### config.mk
export PLATFORM = sky130hd
export DESIGN_NAME = load_store_unit_flat
export DESIGN_NICKNAME = d
export VERILOG_FILES = /design/src/rtl/load_store_unit_pkg.sv /design/src/rtl/load_store_unit_if.sv /design/src/rtl/lsu_lane_align.sv /design/src/rtl/load_store_unit.sv /design/src/flat_wrapper.sv
export SDC_FILE = /design/constraint.sdc
export NUM_CORES = 1
export LEC_CHECK = 0
export BUFFER_PORTS_ARGS = -buffer_cell sky130_fd_sc_hd__buf_2
export CORE_MARGIN = 4
export CORE_UTILIZATION = 48
export CTS_CLUSTER_DIAMETER = 150
export DETAILED_ROUTE_END_ITERATION = 10
export PLACE_DENSITY = 0.77
export SETUP_SLACK_MARGIN = 0.05
export SYNTH_ARGS = -nofsm -noshare
export SYNTH_HDL_FRONTEND = slang
export SYNTH_HIERARCHICAL = 1
export SYNTH_SLANG_ARGS = --single-unit
### constraint.sdc
create_clock -name clk -period 2.31 [get_ports clk]
set_input_delay 0.231 -clock clk [delete_from_list [all_inputs] [get_ports clk]]
set_output_delay 0.231 -clock clk [all_outputs]
set_load 0.05 [all_outputs]
### src/rtl/load_store_unit_pkg.sv
// lsu_pkg: funct3 encodings, FSM state enum and latched request struct shared by the load/store unit and its bench
package lsu_pkg;
  localparam logic [2:0] LSU_B  = 3'b000;
  localparam logic [2:0] LSU_H  = 3'b001;
  localparam logic [2:0] LSU_W  = 3'b010;
  localparam logic [2:0] LSU_BU = 3'b100;
  localparam logic [2:0] LSU_HU = 3'b101;
  typedef enum logic [1:0] {IDLE, READ, WRITE, RESP} lsu_state_t;
  typedef struct packed {
    logic        we;
    logic [2:0]  funct3;
    logic [1:0]  lane;
    logic [15:0] wdata;
  } lsu_req_t;
  function automatic logic f3_legal(input logic [2:0] f);
    return f inside {LSU_B, LSU_H, LSU_W, LSU_BU, LSU_HU};
  endfunction
endpackage

### src/rtl/load_store_unit_if.sv
// load_store_unit_if: request (valid/ready), response (valid/ready) and word-memory bus; master = requester/memory side, slave = unit side
interface load_store_unit_if #(parameter int ADDR_W = 10);
  logic              req_valid;
  logic              req_ready;
  logic              req_we;
  logic [2:0]        req_funct3;
  logic [31:0]       req_addr;
  logic [31:0]       req_wdata;
  logic              resp_valid;
  logic              resp_ready;
  logic [31:0]       resp_rdata;
  logic              resp_error;
  logic [ADDR_W-1:0] mem_addr;
  logic [31:0]       mem_wdata;
  logic              mem_we;
  logic [31:0]       mem_rdata;
  modport master (
    output req_valid, req_we, req_funct3, req_addr, req_wdata, resp_ready, mem_rdata,
    input  req_ready, resp_valid, resp_rdata, resp_error, mem_addr, mem_wdata, mem_we
  );
  modport slave (
    input  req_valid, req_we, req_funct3, req_addr, req_wdata, resp_ready, mem_rdata,
    output req_ready, resp_valid, resp_rdata, resp_error, mem_addr, mem_wdata, mem_we
  );
endinterface

### src/rtl/lsu_lane_align.sv
// lsu_lane_align: combinational load extract/extend (load_data) and SB/SH merge into a fetched word (merged); inputs funct3, lane, word, wdata
module lsu_lane_align
  import lsu_pkg::*;
(
  input  logic [2:0]  funct3,
  input  logic [1:0]  lane,
  input  logic [31:0] word,
  input  logic [15:0] wdata,
  output logic [31:0] load_data,
  output logic [31:0] merged
);
  logic [7:0]  b;
  logic [15:0] h;
  always_comb begin
    b = word[{lane, 3'b000} +: 8];
    h = lane[1] ? word[31:16] : word[15:0];
    load_data = funct3 == LSU_B  ? {{24{b[7]}}, b} :
                funct3 == LSU_H  ? {{16{h[15]}}, h} :
                funct3 == LSU_BU ? {24'b0, b} :
                funct3 == LSU_HU ? {16'b0, h} : word;
    merged = word;
    if (funct3 == LSU_H) merged[{lane[1], 4'b0000} +: 16] = wdata;
    else merged[{lane, 3'b000} +: 8] = wdata[7:0];
  end
endmodule

### src/rtl/load_store_unit.sv
// load_store_unit: RISC-V load/store initiator; clk, rst (sync active-low), bus = request/response handshake plus word-memory port
module load_store_unit
  import lsu_pkg::*;
#(
  parameter int READ_LATENCY = 1,
  parameter int ADDR_W       = 10
) (
  input logic clk,
  input logic rst,
  load_store_unit_if.slave bus
);
  lsu_state_t        state_q, state_d;
  lsu_req_t          req_q, req_d;
  logic [2:0]        cnt_q, cnt_d;
  logic [ADDR_W-1:0] mem_addr_q, mem_addr_d;
  logic [31:0]       mem_wdata_q, mem_wdata_d, resp_rdata_q, resp_rdata_d;
  logic              mem_we_q, mem_we_d, resp_valid_q, resp_valid_d, resp_error_q, resp_error_d;
  logic              req_ready_q, req_ready_d;
  logic [31:0]       load_data, merged;
  logic              bad;
  assign bad = !f3_legal(bus.req_funct3)
             | (bus.req_we & bus.req_funct3[2])
             | ((bus.req_funct3 == LSU_H || bus.req_funct3 == LSU_HU) & bus.req_addr[0])
             | ((bus.req_funct3 == LSU_W) & |bus.req_addr[1:0])
             | |bus.req_addr[31:ADDR_W+2];
  lsu_lane_align u_align (
    .funct3   (req_q.funct3),
    .lane     (req_q.lane),
    .word     (bus.mem_rdata),
    .wdata    (req_q.wdata),
    .load_data(load_data),
    .merged   (merged)
  );
  always_comb begin
    state_d      = state_q;
    req_d        = req_q;
    cnt_d        = cnt_q;
    mem_addr_d   = mem_addr_q;
    mem_wdata_d  = mem_wdata_q;
    mem_we_d     = 1'b0;
    resp_valid_d = resp_valid_q;
    resp_rdata_d = resp_rdata_q;
    resp_error_d = resp_error_q;
    case (state_q)
      IDLE: if (bus.req_valid) begin
        req_d = '{bus.req_we, bus.req_funct3, bus.req_addr[1:0], bus.req_wdata[15:0]};
        if (bad) begin
          state_d      = RESP;
          resp_valid_d = 1'b1;
          resp_error_d = 1'b1;
          resp_rdata_d = '0;
        end else begin
          mem_addr_d = bus.req_addr[ADDR_W+1:2];
          if (bus.req_we && bus.req_funct3 == LSU_W) begin
            mem_wdata_d = bus.req_wdata;
            mem_we_d    = 1'b1;
            state_d     = WRITE;
          end else begin
            cnt_d   = 3'(READ_LATENCY);
            state_d = READ;
          end
        end
      end
      READ: if (cnt_q != '0) cnt_d = cnt_q - 3'd1;
      else if (req_q.we) begin
        mem_wdata_d = merged;
        mem_we_d    = 1'b1;
        state_d     = WRITE;
      end else begin
        resp_rdata_d = load_data;
        resp_error_d = 1'b0;
        resp_valid_d = 1'b1;
        state_d      = RESP;
      end
      WRITE: begin
        resp_rdata_d = '0;
        resp_error_d = 1'b0;
        resp_valid_d = 1'b1;
        state_d      = RESP;
      end
      RESP: if (bus.resp_ready) begin
        resp_valid_d = 1'b0;
        state_d      = IDLE;
      end
      default: state_d = IDLE;
    endcase
    req_ready_d = state_d == IDLE;
  end
  always_ff @(posedge clk) begin
    if (!rst) begin
      state_q      <= IDLE;
      req_q        <= '0;
      cnt_q        <= '0;
      mem_addr_q   <= '0;
      mem_wdata_q  <= '0;
      mem_we_q     <= 1'b0;
      resp_valid_q <= 1'b0;
      resp_rdata_q <= '0;
      resp_error_q <= 1'b0;
      req_ready_q  <= 1'b1;
    end else begin
      state_q      <= state_d;
      req_q        <= req_d;
      cnt_q        <= cnt_d;
      mem_addr_q   <= mem_addr_d;
      mem_wdata_q  <= mem_wdata_d;
      mem_we_q     <= mem_we_d;
      resp_valid_q <= resp_valid_d;
      resp_rdata_q <= resp_rdata_d;
      resp_error_q <= resp_error_d;
      req_ready_q  <= req_ready_d;
    end
  end
  assign bus.req_ready  = req_ready_q;
  assign bus.resp_valid = resp_valid_q;
  assign bus.resp_rdata = resp_rdata_q;
  assign bus.resp_error = resp_error_q;
  assign bus.mem_addr   = mem_addr_q;
  assign bus.mem_wdata  = mem_wdata_q;
  assign bus.mem_we     = mem_we_q;
endmodule

### src/flat_wrapper.sv
// flat-port wrapper written by rule: the top's interface ports become plain ports
module load_store_unit_flat import lsu_pkg::*;
#(
  parameter int READ_LATENCY = 1,
  parameter int ADDR_W       = 10
)
  (clk, rst, bus_req_valid, bus_req_we, bus_req_funct3, bus_req_addr, bus_req_wdata, bus_resp_ready, bus_mem_rdata, bus_req_ready, bus_resp_valid, bus_resp_rdata, bus_resp_error, bus_mem_addr, bus_mem_wdata, bus_mem_we);
  load_store_unit_if #(.ADDR_W(ADDR_W)) bus_i ();
  input logic clk;
  input logic rst;
  input wire logic [$bits(bus_i.req_valid)-1:0] bus_req_valid;
  input wire logic [$bits(bus_i.req_we)-1:0] bus_req_we;
  input wire logic [$bits(bus_i.req_funct3)-1:0] bus_req_funct3;
  input wire logic [$bits(bus_i.req_addr)-1:0] bus_req_addr;
  input wire logic [$bits(bus_i.req_wdata)-1:0] bus_req_wdata;
  input wire logic [$bits(bus_i.resp_ready)-1:0] bus_resp_ready;
  input wire logic [$bits(bus_i.mem_rdata)-1:0] bus_mem_rdata;
  output wire logic [$bits(bus_i.req_ready)-1:0] bus_req_ready;
  output wire logic [$bits(bus_i.resp_valid)-1:0] bus_resp_valid;
  output wire logic [$bits(bus_i.resp_rdata)-1:0] bus_resp_rdata;
  output wire logic [$bits(bus_i.resp_error)-1:0] bus_resp_error;
  output wire logic [$bits(bus_i.mem_addr)-1:0] bus_mem_addr;
  output wire logic [$bits(bus_i.mem_wdata)-1:0] bus_mem_wdata;
  output wire logic [$bits(bus_i.mem_we)-1:0] bus_mem_we;
  assign bus_i.req_valid = bus_req_valid;
  assign bus_i.req_we = bus_req_we;
  assign bus_i.req_funct3 = bus_req_funct3;
  assign bus_i.req_addr = bus_req_addr;
  assign bus_i.req_wdata = bus_req_wdata;
  assign bus_i.resp_ready = bus_resp_ready;
  assign bus_i.mem_rdata = bus_mem_rdata;
  assign bus_req_ready = bus_i.req_ready;
  assign bus_resp_valid = bus_i.resp_valid;
  assign bus_resp_rdata = bus_i.resp_rdata;
  assign bus_resp_error = bus_i.resp_error;
  assign bus_mem_addr = bus_i.mem_addr;
  assign bus_mem_wdata = bus_i.mem_wdata;
  assign bus_mem_we = bus_i.mem_we;
  load_store_unit #(.READ_LATENCY(READ_LATENCY), .ADDR_W(ADDR_W)) u_core (.clk(clk), .rst(rst), .bus(bus_i));
endmodule
Yosys cells after proc, flatten, opt, wreduce, memory -nomap -nowiden
Index checks and enable logic that the tools add are counted.

Bits in registers: 105. Input bits: 104. Output and inout port bits: 78.

Eq/ne operators: 20. Bitwise operators: 8. Muxes and demuxes: 46. Shift-type cells: 5. $add $sub $neg: 3. Reduce and logical (&&, ||, !) cells: 19.

Operator list (number): 32-bit two-way mux (14); 32-bit case mux with 3 select lines (1); 32-bit bitwise mux (2); 32-bit case mux with 2 select lines (1); 16-bit by 7-bit variable shift with 32-bit output (first input constant) (1); 8-bit by 7-bit variable shift with 32-bit output (first input constant) (1); 16-bit by 7-bit indexed part select with 32-bit output (1); 32-bit by 6-bit indexed part select with 8-bit output (1); 8-bit by 7-bit indexed part select with 32-bit output (1); 20-bit OR reduction (1); 16-bit two-way mux (1); 5-bit AND reduction (3); 5-bit negator with 7-bit output (2); 1-bit two-way mux (13); 3-bit equality test (second input constant) (4); 3-bit two-way mux (4); 2-bit != test (second input constant) (6); 2-bit two-way mux (5); 2-bit by 1-bit != test with 1-bit output (second input constant) (4); 2-bit case mux with 4 select lines (1); 3-bit by 1-bit equality test with 1-bit output (second input constant) (2); 3-bit logical NOT (2); 3-bit case mux with 2 select lines (1); 6-bit AND reduction (1); other kinds (20) (28).

Logic depth before layout (Yosys ltp)
Depth after elaboration: 11. Mapped depth: 10. Gate-level depth less buffers: 8.

Cells and area by module
Netlist, hierarchy kept.

Modules (own cells, without submodules): load_store_unit (cells each 550, area an instance 4774.6 um^2, instances 1, sequential area each 2102.0 um^2); lsu_lane_align (cells each 231, area an instance 1715.4 um^2, instances 1, sequential area each 0.0 um^2).

Worst setup path before layout
No wires, ideal clock.

Kind: register to register. From: register u_core/req_q[17] in the netlist's numbering. To: register u_core.mem_wdata_q[16] (netlist: u_core/bus.mem_wdata[16]). Clock period less this slack: 2.312 ns. Cell stages (with the launch flop): 10. Path buffers: 1. Library setup time: 0.115 ns. Path slack: -0.002 ns. Required time: 2.195 ns. Data arrival time: 2.197 ns. Path through: dfxtp_1 > buf_4 > clkinv_1 > ha_1 > nor4b_1 > a32o_1 > a22o_1 > a211oi_1 > a21oi_1 > o21a_1.

Longest elaborated chain between the ends: 7. Elaborated cells on any way between the ends: 12. Those cells by class: add/sub (2); shift (4); mux (6).

Ends and longest elaborated chain: from (decl) (line load_store_unit.sv:13) `lsu_req_t req_q, req_d;`; from (signal assigned) (line load_store_unit.sv:103) `req_q <= req_d;`; 5-bit negator with 7-bit output (on tied branches) (line lsu_lane_align.sv:22, lsu_lane_align.sv:23); 16-bit by 7-bit indexed part select with 32-bit output (tied with other cells) (line lsu_lane_align.sv:22) `if (funct3 == LSU_H) merged[{lane[1], 4'b0000} +: 16] = wdata;`; 32-bit bitwise mux (on tied branches) (line lsu_lane_align.sv:22, lsu_lane_align.sv:23); 32-bit two-way mux (*) (line lsu_lane_align.sv:22); net u_core.merged[16] (line load_store_unit.sv:19) `logic [31:0] load_data, merged;`; 32-bit two-way mux (*) (line load_store_unit.sv:65) `else if (req_q.we) begin`; 32-bit two-way mux (*) (line load_store_unit.sv:64) `READ: if (cnt_q != '0) cnt_d = cnt_q - 3'd1;`; 32-bit case mux with 2 select lines (*) (line load_store_unit.sv:44) `case (state_q)`; to (signal assigned) (line load_store_unit.sv:106) `mem_wdata_q <= mem_wdata_d;`; to (decl) (line load_store_unit.sv:16) `logic [31:0] mem_wdata_q, mem_wdata_d, resp_rdata_q, resp_rdata_d;`.

The timed path passes the listed nets; every way through them passes the cells marked *. The select of a mux whose other input is x is not followed. A chain may end at the register's enable or synchronous reset.

Final worst setup path
From: register u_core/req_q[16] in the netlist's numbering. To: register u_core.mem_wdata_q[22] (netlist: u_core/bus.mem_wdata[22]).

Longest elaborated chain between the ends: 7. Elaborated cells on any way between the ends: 8. Those cells by class: add/sub (1); shift (2); mux (5).

Ends and longest elaborated chain: 5-bit negator with 7-bit output (*) (line lsu_lane_align.sv:23) `else merged[{lane, 3'b000} +: 8] = wdata[7:0];`; 8-bit by 7-bit indexed part select with 32-bit output / 8-bit by 7-bit variable shift with 32-bit output (equally long branches) (line lsu_lane_align.sv:23); 32-bit bitwise mux (*) (line lsu_lane_align.sv:23); 32-bit two-way mux (*) (line lsu_lane_align.sv:22); net u_core.merged[22] (line load_store_unit.sv:19); 32-bit two-way mux (*) (line load_store_unit.sv:65); 32-bit two-way mux (*) (line load_store_unit.sv:64); 32-bit case mux with 2 select lines (*) (line load_store_unit.sv:44).

Marks and branches as above.

==> flow_summary_export.csv <==
group,metric,value,unit
outcome,outcome,"complete, no violations",
logic_synthesis,synth_edf_count,0,
worst_setup_path,rr_endpoint,"u_core/bus.mem_wdata[22]",
worst_setup_path,endpoint,"u_core/bus.mem_wdata[22]",
worst_setup_path,cp-end-kind,"register",
sta,fmax,462,MHz
final_layout,stdcell_area,0.00802,mm²
logic_synthesis,synth_area_per_cell,8.31,µm²
sta,finalHoldViolations,0,
die,rows,42,
placement,dp_hpwl,14.6,mm
logic_synthesis,ys_types,58,
global_routing,globalRouteMet3Util,6.35,%
power_and_ir_drop,pwr_density_cell,1240,mW/mm²
sta,worstMarginPinSlew,0.740,ns
clock_network,cts_tree,"done",
die,chipHeight,124,µm
sta,hold_ws,0.105,ns
die,die-area,0.0154,mm²
sta,fin_crit,2.17,ns
worst_setup_path,setup.worst_path.start,"u_core/req_q[16]",
clock_network,worstSkewPairLatency,0.36,ns
power_and_ir_drop,vdd.ir_drop.worst,0.684,mV
placement,place_congestion,0.921,
sta,finalSetupViolCount,0,
global_routing,use_met1,36.2,%
logic_synthesis,muxShareOfSynthArea,13.9,%
global_routing,grt_use_met2,36.1,%
min_path,min_path_type,"in -> reg",
logic_synthesis,ys_seq_area_share,32.4,%
logic_synthesis,syn_nets,896,
global_routing,grt-busiest-layer,"met1",
routing,vias_per_cell,5.88,
worst_setup_path,reg2reg_from,"u_core/req_q[16]",
final_layout,drive_gt1_share,28.5,%
routing,wl_per_cell,17.7,µm
worst_setup_path,worst-path-stages,8,
logic_synthesis,ys_warn_count,6,
placement,port_buffers,181,
worst_setup_path,cpLargestDelayFamily,"compound AO/OA/AOI/OAI gates",
logic_synthesis,synthAdderAreaFrac,2.12,%
worst_setup_path,critPathArrivalTime,2.42,ns
routing,via_count,6558,
logic_synthesis,synth_xor_area_share,0,%
sta,finClkSkew,0.00656,ns
global_routing,grt_overflow,0,
die,io_pins,182,
logic_synthesis,synth-seq-cells,105,
worst_setup_path,reg2reg_setup_slack,0.14,ns
clock_network,clockBufferDepth,2,
clock_network,clk_pin_slew,0.07,ns
logic_synthesis,async_flop_share,0,%
routing,ant_nets,0,
sta,finalCritPeriodShare,93.8,%
power_and_ir_drop,p_total,9910,µW
sta,fin_tns_setup,0,ns
sta,rsz0062_at_grt,"false",
worst_setup_path,crit_chain,"inv_1 > ha_1 > nor4b_2 > a32o_2 > a22o_1 > a211oi_1 > a21oi_1 > o21a_1",
placement,place_area,0.00765,mm²
sta,maxSlewViolCount,0,
final_layout,area_growth,23.5,%
routing,drt_iter0_drc,751,
worst_setup_path,cpMaxStageDelayCell,"dfxtp_2",
global_routing,grt_max_degree,71,
final_layout,final_common_cell,"buf_2",
clock_network,cts_sinks,105,
global_routing,grt_pass1_wl,31.8,mm
clock_network,cts_made_buffers,9,
die,die_w,124,µm
clock_network,cts-htree-levels,3,
worst_setup_path,start_kind,"register",
final_layout,antenna_cells,0,
worst_setup_path,max_stage_delay,0.40,ns
global_routing,antenna_found_initial,0,
logic_synthesis,synth_top_family_by_area,"compound AO/OA/AOI/OAI gates",
sta,slew_headroom,50.7,%
routing,route.detailed.drc,0,
die,core_area,0.0132,mm²
logic_synthesis,synth_area,0.00649,mm²
worst_setup_path,path_buf_inv,1,
worst_setup_path,worst_r2r_path_depth,8,
logic_synthesis,synth_compound_area_share,26.8,%
routing,routed_wirelength,19.7,mm
global_routing,grt_pass1_vias,6022,
final_layout,layout_common_cells,"181 x buf_2, 103 x dfxtp_1, 85 x nand2_1",
logic_synthesis,syn_inst,781,
final_layout,fin_nets,1050,
worst_setup_path,crit_required,2.56,ns
clock_network,clock_tree.root_cell,"clkbuf_16",
worst_setup_path,crit_type,"reg -> reg",
logic_synthesis,synth_simple_gate_area_share,18.0,%
die,initial_core_util,49.0,%
logic_synthesis,synth_flop_cell,"dfxtp_1",
routing,dr.pass1.iters,5,
run,maxCapViolCount,0,
power_and_ir_drop,p_leak,0.00341,µW
global_routing,grtUsageTotal,25.0,%
worst_setup_path,crit_fanout,8,
[cell families (layout without fill, tap and decap cells)]
family	Yosys count	count (layout)
AOI/OAI and AO/OA	251	251
muxes	79	79
and+or+nand+nor	231	231
buffers and inverters	104	263
DFF	105	105
adders and majority gates	11	11
[cells in the mapped netlist, types with 2 or more instances]
| master | n | area share (%) |
|---|---|---|
| buf_4 | 7 | 0.81 |
| clkinv_1 | 3 | 0.17 |
| a22oi_1 | 27 | 3.1 |
| a32o_1 | 2 | 0.31 |
| a31oi_1 | 4 | 0.39 |
| nor2_1 | 26 | 1.5 |
| mux2_2 | 3 | 0.52 |
| a221o_1 | 7 | 1.1 |
| a311oi_1 | 8 | 1.1 |
| nor2b_1 | 39 | 3.8 |
| buf_1 | 4 | 0.23 |
| nor3b_1 | 3 | 0.35 |
| nand3_1 | 51 | 3.9 |
| o22ai_1 | 3 | 0.29 |
| a211oi_1 | 37 | 4.3 |
| o21ai_0 | 12 | 0.93 |
| ha_1 | 11 | 2.1 |
| o21a_1 | 34 | 3.9 |
| mux2i_1 | 67 | 10 |
| nand2b_1 | 2 | 0.19 |
| a22o_1 | 15 | 2.0 |
| a2bb2oi_1 | 8 | 1.1 |
| mux4_2 | 8 | 2.8 |
| and2_1 | 2 | 0.19 |
| a21oi_1 | 83 | 6.4 |
| nand2_1 | 85 | 4.9 |
| dfxtp_1 | 105 | 32 |
| buf_2 | 15 | 1.2 |
| inv_1 | 28 | 1.6 |
| o31ai_1 | 2 | 0.23 |
| nor4_2 | 5 | 0.96 |
| nor3_1 | 4 | 0.31 |
| clkbuf_1 | 45 | 2.6 |
| nand4_1 | 2 | 0.19 |
[report_power, final]
| part | total (µW) | switching (µW) | internal, µW |
|---|---|---|---|
| Sequential | 2460 | 261 | 2200 |
| Clock | 1680 | 723 | 961 |
| Combinational | 5760 | 3590 | 2160 |
[per-layer routing]
layer / wire (µm) / vias to the layer above / share of wire [%]
met5: 0 / - / 0
met4: 544 / 0 / 2.8
met3: 1890 / 37 / 9.6
met2: 8500 / 361 / 43
met1: 8800 / 3009 / 45
li1: - / 3151 / -
[cell type report]
cell class,count,area (µm²)
sequential,105,2100
timing repair buffer,216,1260
multi-input combinational,572,3990
tap,176,220
clock inverter,7,103
inverter,31,119
fill,1231,5230
clock buffer,9,225
[flip-flops by register name, summed over array words and instances, names as in the netlist]
signal                 count
u_core/bus.resp_rdata     32
u_core/state_q             2
u_core/bus.mem_we          1
u_core/bus.resp_error      1
u_core/bus.resp_valid      1
u_core/req_q              22
u_core/cnt_q               3
u_core/bus.mem_addr       10
u_core/bus.req_ready       1
u_core/bus.mem_wdata      32
[worst min path at each step]
stage	startpoint	to	slack (ns)	cells after the start
after floorplan	bus_req_funct3[0]	u_core/req_q[18]	0.37	2
after global placement	u_core/bus.resp_rdata[2]	u_core/bus.resp_rdata[2]	0.44	2
after detailed placement	u_core/bus.resp_rdata[1]	u_core/bus.resp_rdata[1]	0.44	2
after CTS	bus_req_addr[5]	u_core/bus.mem_addr[3]	0.09	3
after global routing	bus_req_addr[4]	u_core/bus.mem_addr[2]	0.11	3
final	bus_req_addr[6]	u_core/bus.mem_addr[4]	0.10	3
[timing repair]
action,4_1_cts,5_1_grt
resized for setup,2,3
pin swaps,0,2
endpoints found under the hold margin,0,0
setup endpoints to repair,10,36
setup buffers,0,3
hold buffers,0,0
[through the flow]
step	std cells	setup slack, ns	util, %
after floorplan	781	0.0732	-
after global placement	1097	0.0489	57.8
after detailed placement	1097	0.0132	57.8
after CTS	1113	0.0953	60.3
after global routing	1116	0.0609	60.5
final	1116	0.144	60.5
[worst register-to-register path, delay by kind of cell, from the launching register on]
kind | cells | cell delay, ns
flip-flops | 1 | 0.40
adder cells (fa/ha/maj) | 1 | 0.34
AND/OR/NAND/NOR | 1 | 0.17
AO/OA/AOI/OAI | 5 | 1.06
buffers and inverters | 1 | 0.10
No activity file was read; power rests on OpenSTA's default activity.
